[config.mk]
export PLATFORM = sky130hd
export DESIGN_NAME = pio_multi_channel
export DESIGN_NICKNAME = d
export VERILOG_FILES = /design/src/rtl/pio_multi_channel.sv
export SDC_FILE = /design/constraint.sdc
export NUM_CORES = 1
export LEC_CHECK = 0
export BUFFER_PORTS_ARGS = -buffer_cell sky130_fd_sc_hd__buf_2
export CAP_MARGIN = 20
export CORE_ASPECT_RATIO = 0.7
export CORE_UTILIZATION = 38
export CTS_CLUSTER_DIAMETER = 150
export DETAILED_ROUTE_END_ITERATION = 7
export PLACE_DENSITY = 0.79
export SYNTH_ARGS = -nofsm -noshare
export SYNTH_HDL_FRONTEND = slang
export SYNTH_SLANG_ARGS = --single-unit
[constraint.sdc]
create_clock -name clk_clk -period 1.21 [get_ports clk_clk]
set_input_delay 0.121 -clock clk_clk [delete_from_list [all_inputs] [get_ports clk_clk]]
set_output_delay 0.121 -clock clk_clk [all_outputs]
set_load 0.02 [all_outputs]
[src/rtl/pio_multi_channel.sv]
// Parametrised Avalon-MM parallel I/O: output register with atomic set/clear,
// synchronised inputs with edge capture, and a maskable level/edge interrupt.
module pio_multi_channel #(
    parameter int               WIDTH       = 2,
    parameter int               MODE        = 0,
    parameter int               EDGE_TYPE   = 0,
    parameter int               IRQ_TYPE    = 0,
    parameter logic [WIDTH-1:0] RESET_VALUE = '0,
    parameter int               SYNC_STAGES = 2
) (
    input  logic             clk_clk,
    input  logic             reset_reset,
    input  logic [2:0]       avs_address,
    input  logic             avs_read,
    input  logic             avs_write,
    input  logic [31:0]      avs_writedata,
    output logic [31:0]      avs_readdata,
    input  logic [WIDTH-1:0] pio_in,
    output logic [WIDTH-1:0] pio_out,
    output logic [WIDTH-1:0] pio_oe,
    output logic             irq
);

    localparam int ARM_MAX = SYNC_STAGES + 1;
    localparam int ARM_W   = $clog2(ARM_MAX + 1);

    logic [WIDTH-1:0] out_reg, out_next;
    logic [WIDTH-1:0] dir_reg;
    logic [WIDTH-1:0] mask_reg;
    logic [WIDTH-1:0] cap_reg, cap_next;
    logic [WIDTH-1:0] sync_p [SYNC_STAGES];
    logic [WIDTH-1:0] sync_in;
    logic [WIDTH-1:0] prev_in;
    logic [WIDTH-1:0] edge_det;
    logic [WIDTH-1:0] wdata;
    logic [ARM_W-1:0] arm_cnt;
    logic             armed;
    logic             irq_src;
    logic [31:0]      rd_val;
    logic             wr_data, wr_dir, wr_mask, wr_cap, wr_set, wr_clr;
    logic             unused_wdata;

    function automatic logic [ARM_W-1:0] sat_inc(input logic [ARM_W-1:0] v);
        return (v == ARM_W'(ARM_MAX)) ? v : v + ARM_W'(1);
    endfunction

    function automatic logic [31:0] zext(input logic [WIDTH-1:0] v);
        logic [31:0] r;
        r = '0;
        r[WIDTH-1:0] = v;
        return r;
    endfunction

    assign wdata        = avs_writedata[WIDTH-1:0];
    assign unused_wdata = ^avs_writedata;
    assign sync_in      = sync_p[SYNC_STAGES-1];
    assign armed        = (arm_cnt == ARM_W'(ARM_MAX));
    assign pio_out      = out_reg;

    assign wr_data = avs_write && (avs_address == 3'd0);
    assign wr_dir  = avs_write && (avs_address == 3'd1);
    assign wr_mask = avs_write && (avs_address == 3'd2);
    assign wr_cap  = avs_write && (avs_address == 3'd3);
    assign wr_set  = avs_write && (avs_address == 3'd4);
    assign wr_clr  = avs_write && (avs_address == 3'd5);

    always_comb begin
        if (MODE == 0)      pio_oe = '1;
        else if (MODE == 1) pio_oe = '0;
        else                pio_oe = dir_reg;
    end

    always_comb begin
        if (EDGE_TYPE == 0)      edge_det = sync_in & ~prev_in;
        else if (EDGE_TYPE == 1) edge_det = ~sync_in & prev_in;
        else                     edge_det = sync_in ^ prev_in;
    end

    always_comb begin
        out_next = out_reg;
        if (wr_data && (MODE != 1)) out_next = wdata;
        if (wr_set)                 out_next = out_reg | wdata;
        if (wr_clr)                 out_next = out_reg & ~wdata;
    end

    // A fresh edge outranks a same-cycle write-1-to-clear.
    always_comb begin
        cap_next = cap_reg;
        if (wr_cap) cap_next = cap_reg & ~wdata;
        if (armed)  cap_next = cap_next | edge_det;
    end

    assign irq_src = (IRQ_TYPE == 1) ? |(cap_reg & mask_reg) : |(sync_in & mask_reg);

    always_comb begin
        rd_val = '0;
        case (avs_address)
            3'd0:    rd_val = (MODE == 0) ? zext(out_reg) : zext(sync_in);
            3'd1:    rd_val = zext(pio_oe);
            3'd2:    rd_val = zext(mask_reg);
            3'd3:    rd_val = zext(cap_reg);
            default: rd_val = '0;
        endcase
    end

    // Stage boundary: register file, synchroniser, capture and bus outputs
    always_ff @(posedge clk_clk or posedge reset_reset) begin
        if (reset_reset) begin
            out_reg      <= RESET_VALUE;
            dir_reg      <= '0;
            mask_reg     <= '0;
            cap_reg      <= '0;
            prev_in      <= '0;
            arm_cnt      <= '0;
            avs_readdata <= '0;
            irq          <= 1'b0;
            for (int i = 0; i < SYNC_STAGES; i++) sync_p[i] <= '0;
        end else begin
            out_reg <= out_next;
            if (wr_dir && (MODE == 2)) dir_reg <= wdata;
            if (wr_mask)               mask_reg <= wdata;
            cap_reg   <= cap_next;
            sync_p[0] <= pio_in;
            for (int i = 1; i < SYNC_STAGES; i++) sync_p[i] <= sync_p[i-1];
            prev_in <= sync_in;
            arm_cnt <= sat_inc(arm_cnt);
            if (avs_read) avs_readdata <= rd_val;
            irq <= irq_src;
        end
    end

endmodule

Word-level counts from Yosys, hierarchy flattened. Cells that the tools add are included.

Add/sub/neg operators: 1. Eq/ne operators: 6. Multiplexer cells: 6. Bitwise operators: 8. Reductions and logical operators: 8.

Operators with widths (count): 2-bit 2-to-1 mux (5); 2-bit bitwise AND (4); 2-bit case mux with 4 select lines (1); 3-bit by 2-bit equality test with 1-bit output (second input constant) (2); 3-bit equality test (second input constant) (2); 1-bit logical AND (5); 2-bit NOT (2); 2-bit bitwise OR (2); 3-bit by 1-bit equality test with 1-bit output (second input constant) (1); 3-bit zero test (1); 3-bit nonzero test (1); 2-bit by 1-bit adder with 2-bit output (second input constant) (1); 2-bit equality test (second input constant) (1); 2-bit OR reduction (1).

Register bits after elaboration: 47. Bits of input ports: 41. Output and inout bits: 37. Logic and storage cells: 38.

Depth between registers and ports, before layout.
Depth after elaboration: 5. Mapped depth: 4. Mapped depth without buffers: 3.

Worst setup path after synthesis. OpenSTA, ideal clock, no wires.

Path kind: flip-flop to flip-flop. Start point: reg out_reg[0], in the netlist pio_out[0]. End point: reg avs_readdata[0]. Setup time: 0.125 ns. Arrival: 0.899 ns. Data required time: 1.085 ns. Setup slack: 0.186 ns. Stages on the path, launching flop included: 4. Buffers on the path: 0. Period minus slack after synthesis: 1.024 ns. Path through: dfrtp_1 > nor3_1 > a211oi_1 > mux2_2.

Cells in the longest elaborated chain, start to end: 1.

Ends and longest elaborated chain: start: declaration (line 27) `logic [WIDTH-1:0] out_reg, out_next;`; start signal: assignment (line 119) `out_reg <= out_next;`; 2-bit case mux with 4 select lines (line 97) `case (avs_address)`; end signal: assignment (line 127) `if (avs_read) avs_readdata <= rd_val;`; end: declaration (line 17) `output logic [31:0] avs_readdata,`.

No other way between the ends. A chain may end at the register's enable or synchronous reset.

Final worst setup path.
Start point: reg arm_cnt[0]. End point: reg arm_cnt[1].

Cells in the longest elaborated chain, start to end: 1. Elaborated cells on any way between the ends: 2. Those cells by class: add/sub (1); eq/ne (1).

Ends and longest elaborated chain: start: declaration (line 36) `logic [ARM_W-1:0] arm_cnt;`; start signal: assignment (line 126) `arm_cnt <= sat_inc(arm_cnt);`; 2-bit by 1-bit adder with 2-bit output or 2-bit equality test (tied branches) (line 44) `return (v == ARM_W'(ARM_MAX)) ? v : v + ARM_W'(1);`.

Several ways; a longest one is shown, not always the timed one.

==> summary.txt <==
Global routing
  • Vias in the first global route: 470
  • Antenna violations before repair: 0
  • GR Overflow Total: 0
  • Largest net degree at the start of global routing: 18
  • All-layer global routing usage: 11.5%
  • Global-route wire length before repair: 2080 um

Power and ir drop
  • Total Power: 1.25 mW
  • Pwr/cell area: 1270 mW/mm^2
  • LEAKAGE: 0.488 nW
  • Peak supply drop: 0.772 mV

Layout
  • Final core utilization: 43.8%
  • Final cell count without fillers: 139
  • Fillers: 221
  • Final nets: 150
  • Antenna cells: 0
  • Share of cells above drive strength 1: 22.4%
  • Area Growth Syn to Fin: 4.26%
  • Post-route design area: 981 sq um

STA
  • Worst Skew: 0.000927 ns
  • Fin. Hold Viols: 0
  • Final Cycle Share: 90.2%
  • Slew Viols, Final: 0
  • Setup violations, final: 0
  • RSZ-0062 raised after global routing: no
  • Fmax: 917 MHz
  • Total negative slack: 0 ns
  • Post-layout min period: 1.09 ns
  • Slack of the critical path: 0.119 ns
  • WHS: 0.0938 ns

Flow run
  • Max-Cap Viols: 0

Floorplanning
  • Die ar.: 0.00268 sq mm
  • Die W: 61.5 um
  • Io pins: 78
  • Row cnt: 14
  • Core area: 0.00224 sq mm
  • Die height: 43.6 um
  • Initial Util: 42.0%

Synthesis
  • Post-Syn Area: 941 sq um
  • Area contributors post-synth: dfrtp_1 (45%), buf_4 (26%), mux2_2 (3.6%)
  • Gate Count Post-Synth: 87
  • Yosys reg bits: 17
  • Top cell type's share of synthesized area: 45.2%
  • Top cells by count, synth: buf_4 (32), dfrtp_1 (17), a21oi_1 (4), nand2_1 (4), mux2_2 (3)
  • Syn_area_per_cell: 10.8 sq um
  • Yosys warnings: 0
  • Most common cell in the netlist: buf_4
  • Area leader, netlist: dfrtp_1
  • Asr flop ratio synth: 100%
  • Main flop type after synthesis: dfrtp_1
  • Register area share after synthesis: 45.2%
  • Post-synth EDFFs: 0
  • Yosys cell types: 24

Detailed routing
  • Antenna viol nets, final: 0
  • Number of DRC markers in iteration 0: 6
  • Met2 Wirelength: 581 um
  • Routed met3 length: 120 um
  • DR top layer: met4
  • Pre-Repair DR Iteration Count: 2
  • Residual DRC: 0
  • Via count: 563
  • WL met1: 529 um
  • WL/cell: 9.14 um
  • Final WL: 1270 um
  • Vias/cell: 4.05

Critical path
  • Critical path's slowest cell: dfrtp_1
  • Largest stage delay, worst path: 0.39 ns
  • Worst EP required: 1.39 ns
  • CP startpoint kind: register
  • Arrival time worst endpoint: 1.27 ns
  • Critical path class: register to register
  • CP Max Fanout: 4
  • CP bufs+invs: 0
  • CP top delay family: flip-flops
  • Critical path, cell by cell: ha_1 -> mux2_2
  • CP endpoint kind: register

Clock network
  • CTS buffer count: 3
  • H-tree depth: 1
  • Longest Clk Path Bufs: 2
  • Post-cts resize count: 0
  • Worst skew pair latency: 0.29 ns
  • TritonCTS clock tree: built
  • Root Buffer: clkbuf_4
  • # clock sinks: 17
  • Clk slew on worst S/H paths: 0.09 ns

Place
  • Dpl cells: 132
  • Hpwl dp: 1020 um
  • DP Worst Slack: 0.0838 ns
  • Placed cell area: 925 sq um
  • I/O Buffers: 15
  • Routability cong.: 0.896

Hold path
  • Worst hold path class: primary input to register

Status
  • Status: finished clean
==> cells in the final DEF (no fill, tap or decap), drive strengths merged <==
cell	netlist	layout
mux2i	2	2
a211oi	2	2
o21ai	2	2
nand3	2	2
nor3	2	2
o2bb2ai	1	1
buf	33	16
a21oi	4	4
inv	2	2
or2	1	1
nor2	1	1
dfrtp	17	17
nand2	4	4
ha	1	1
conb	2	32
a32o	1	1
and4b	1	1
a22o	1	1
clkbuf	0	4
mux2	5	5
dlygate4sd3	0	3
nor2b	1	1
xnor2	1	1
nor3b	1	1
==> worst register-to-register path: stages (launching register included) <==
cell and delay [ns]:
dfrtp_1 0.39, ha_1 0.25, mux2_2 0.35
==> area by class of cell <==
class,count,area (sq um),area share [%]
clock buffer,4,26.3,2.68
sequential,17,425,43.4
inverter,2,7.51,0.765
timing repair buffer,19,113,11.5
multi-input combinational,65,369,37.6
tap,32,40.0,4.08
==> repair_timing <==
action                                 4_1_cts  5_1_grt
buffers inserted                             0        0
endpoints found under the hold margin       19        0
hold buffers                                 3        0
==> routing by layer <==
| layer | global-route usage (%) | vias up |
|---|---|---|
| li1 | - | 265 |
| met1 | 13.8 | 258 |
| met2 | 16.1 | 35 |
| met3 | 4.48 | 5 |
| met4 | 9.33 | 0 |
| met5 | 0 | - |
==> where the power goes <==
group	leakage (nW)	switching, mW	total, mW	internal (mW)
clock network	0.0150	0.165	0.293	0.128
logic	0.282	0.203	0.294	0.0906
registers	0.191	0.0346	0.662	0.628
==> worst paths after layout <==
path | start | end | slack [ns] | cells past startpoint
worst max register to register | arm_cnt[0] | arm_cnt[1] | 0.12 | 2
worst min-delay path | avs_read | avs_readdata[0] | 0.09 | 2
min in group asynchronous | reset_reset | avs_readdata[0] | 0.36 | 4
max in group asynchronous | reset_reset | mask_reg[0] | 0.67 | 4
worst min register to register | sync_p[2] | sync_in[0] | 0.36 | 0
worst max-delay path | arm_cnt[0] | arm_cnt[1] | 0.12 | 2
==> cell families after synthesis <==
group,share of synthesized area (%)
compound gates,7.71
xor+xnor,0.931
fa+ha+maj,1.33
buf+inv,27.5
flops,45.2
mux,8.11
other cells,0.798
simple gates,8.38
Power figures use the tool's default switching activity.
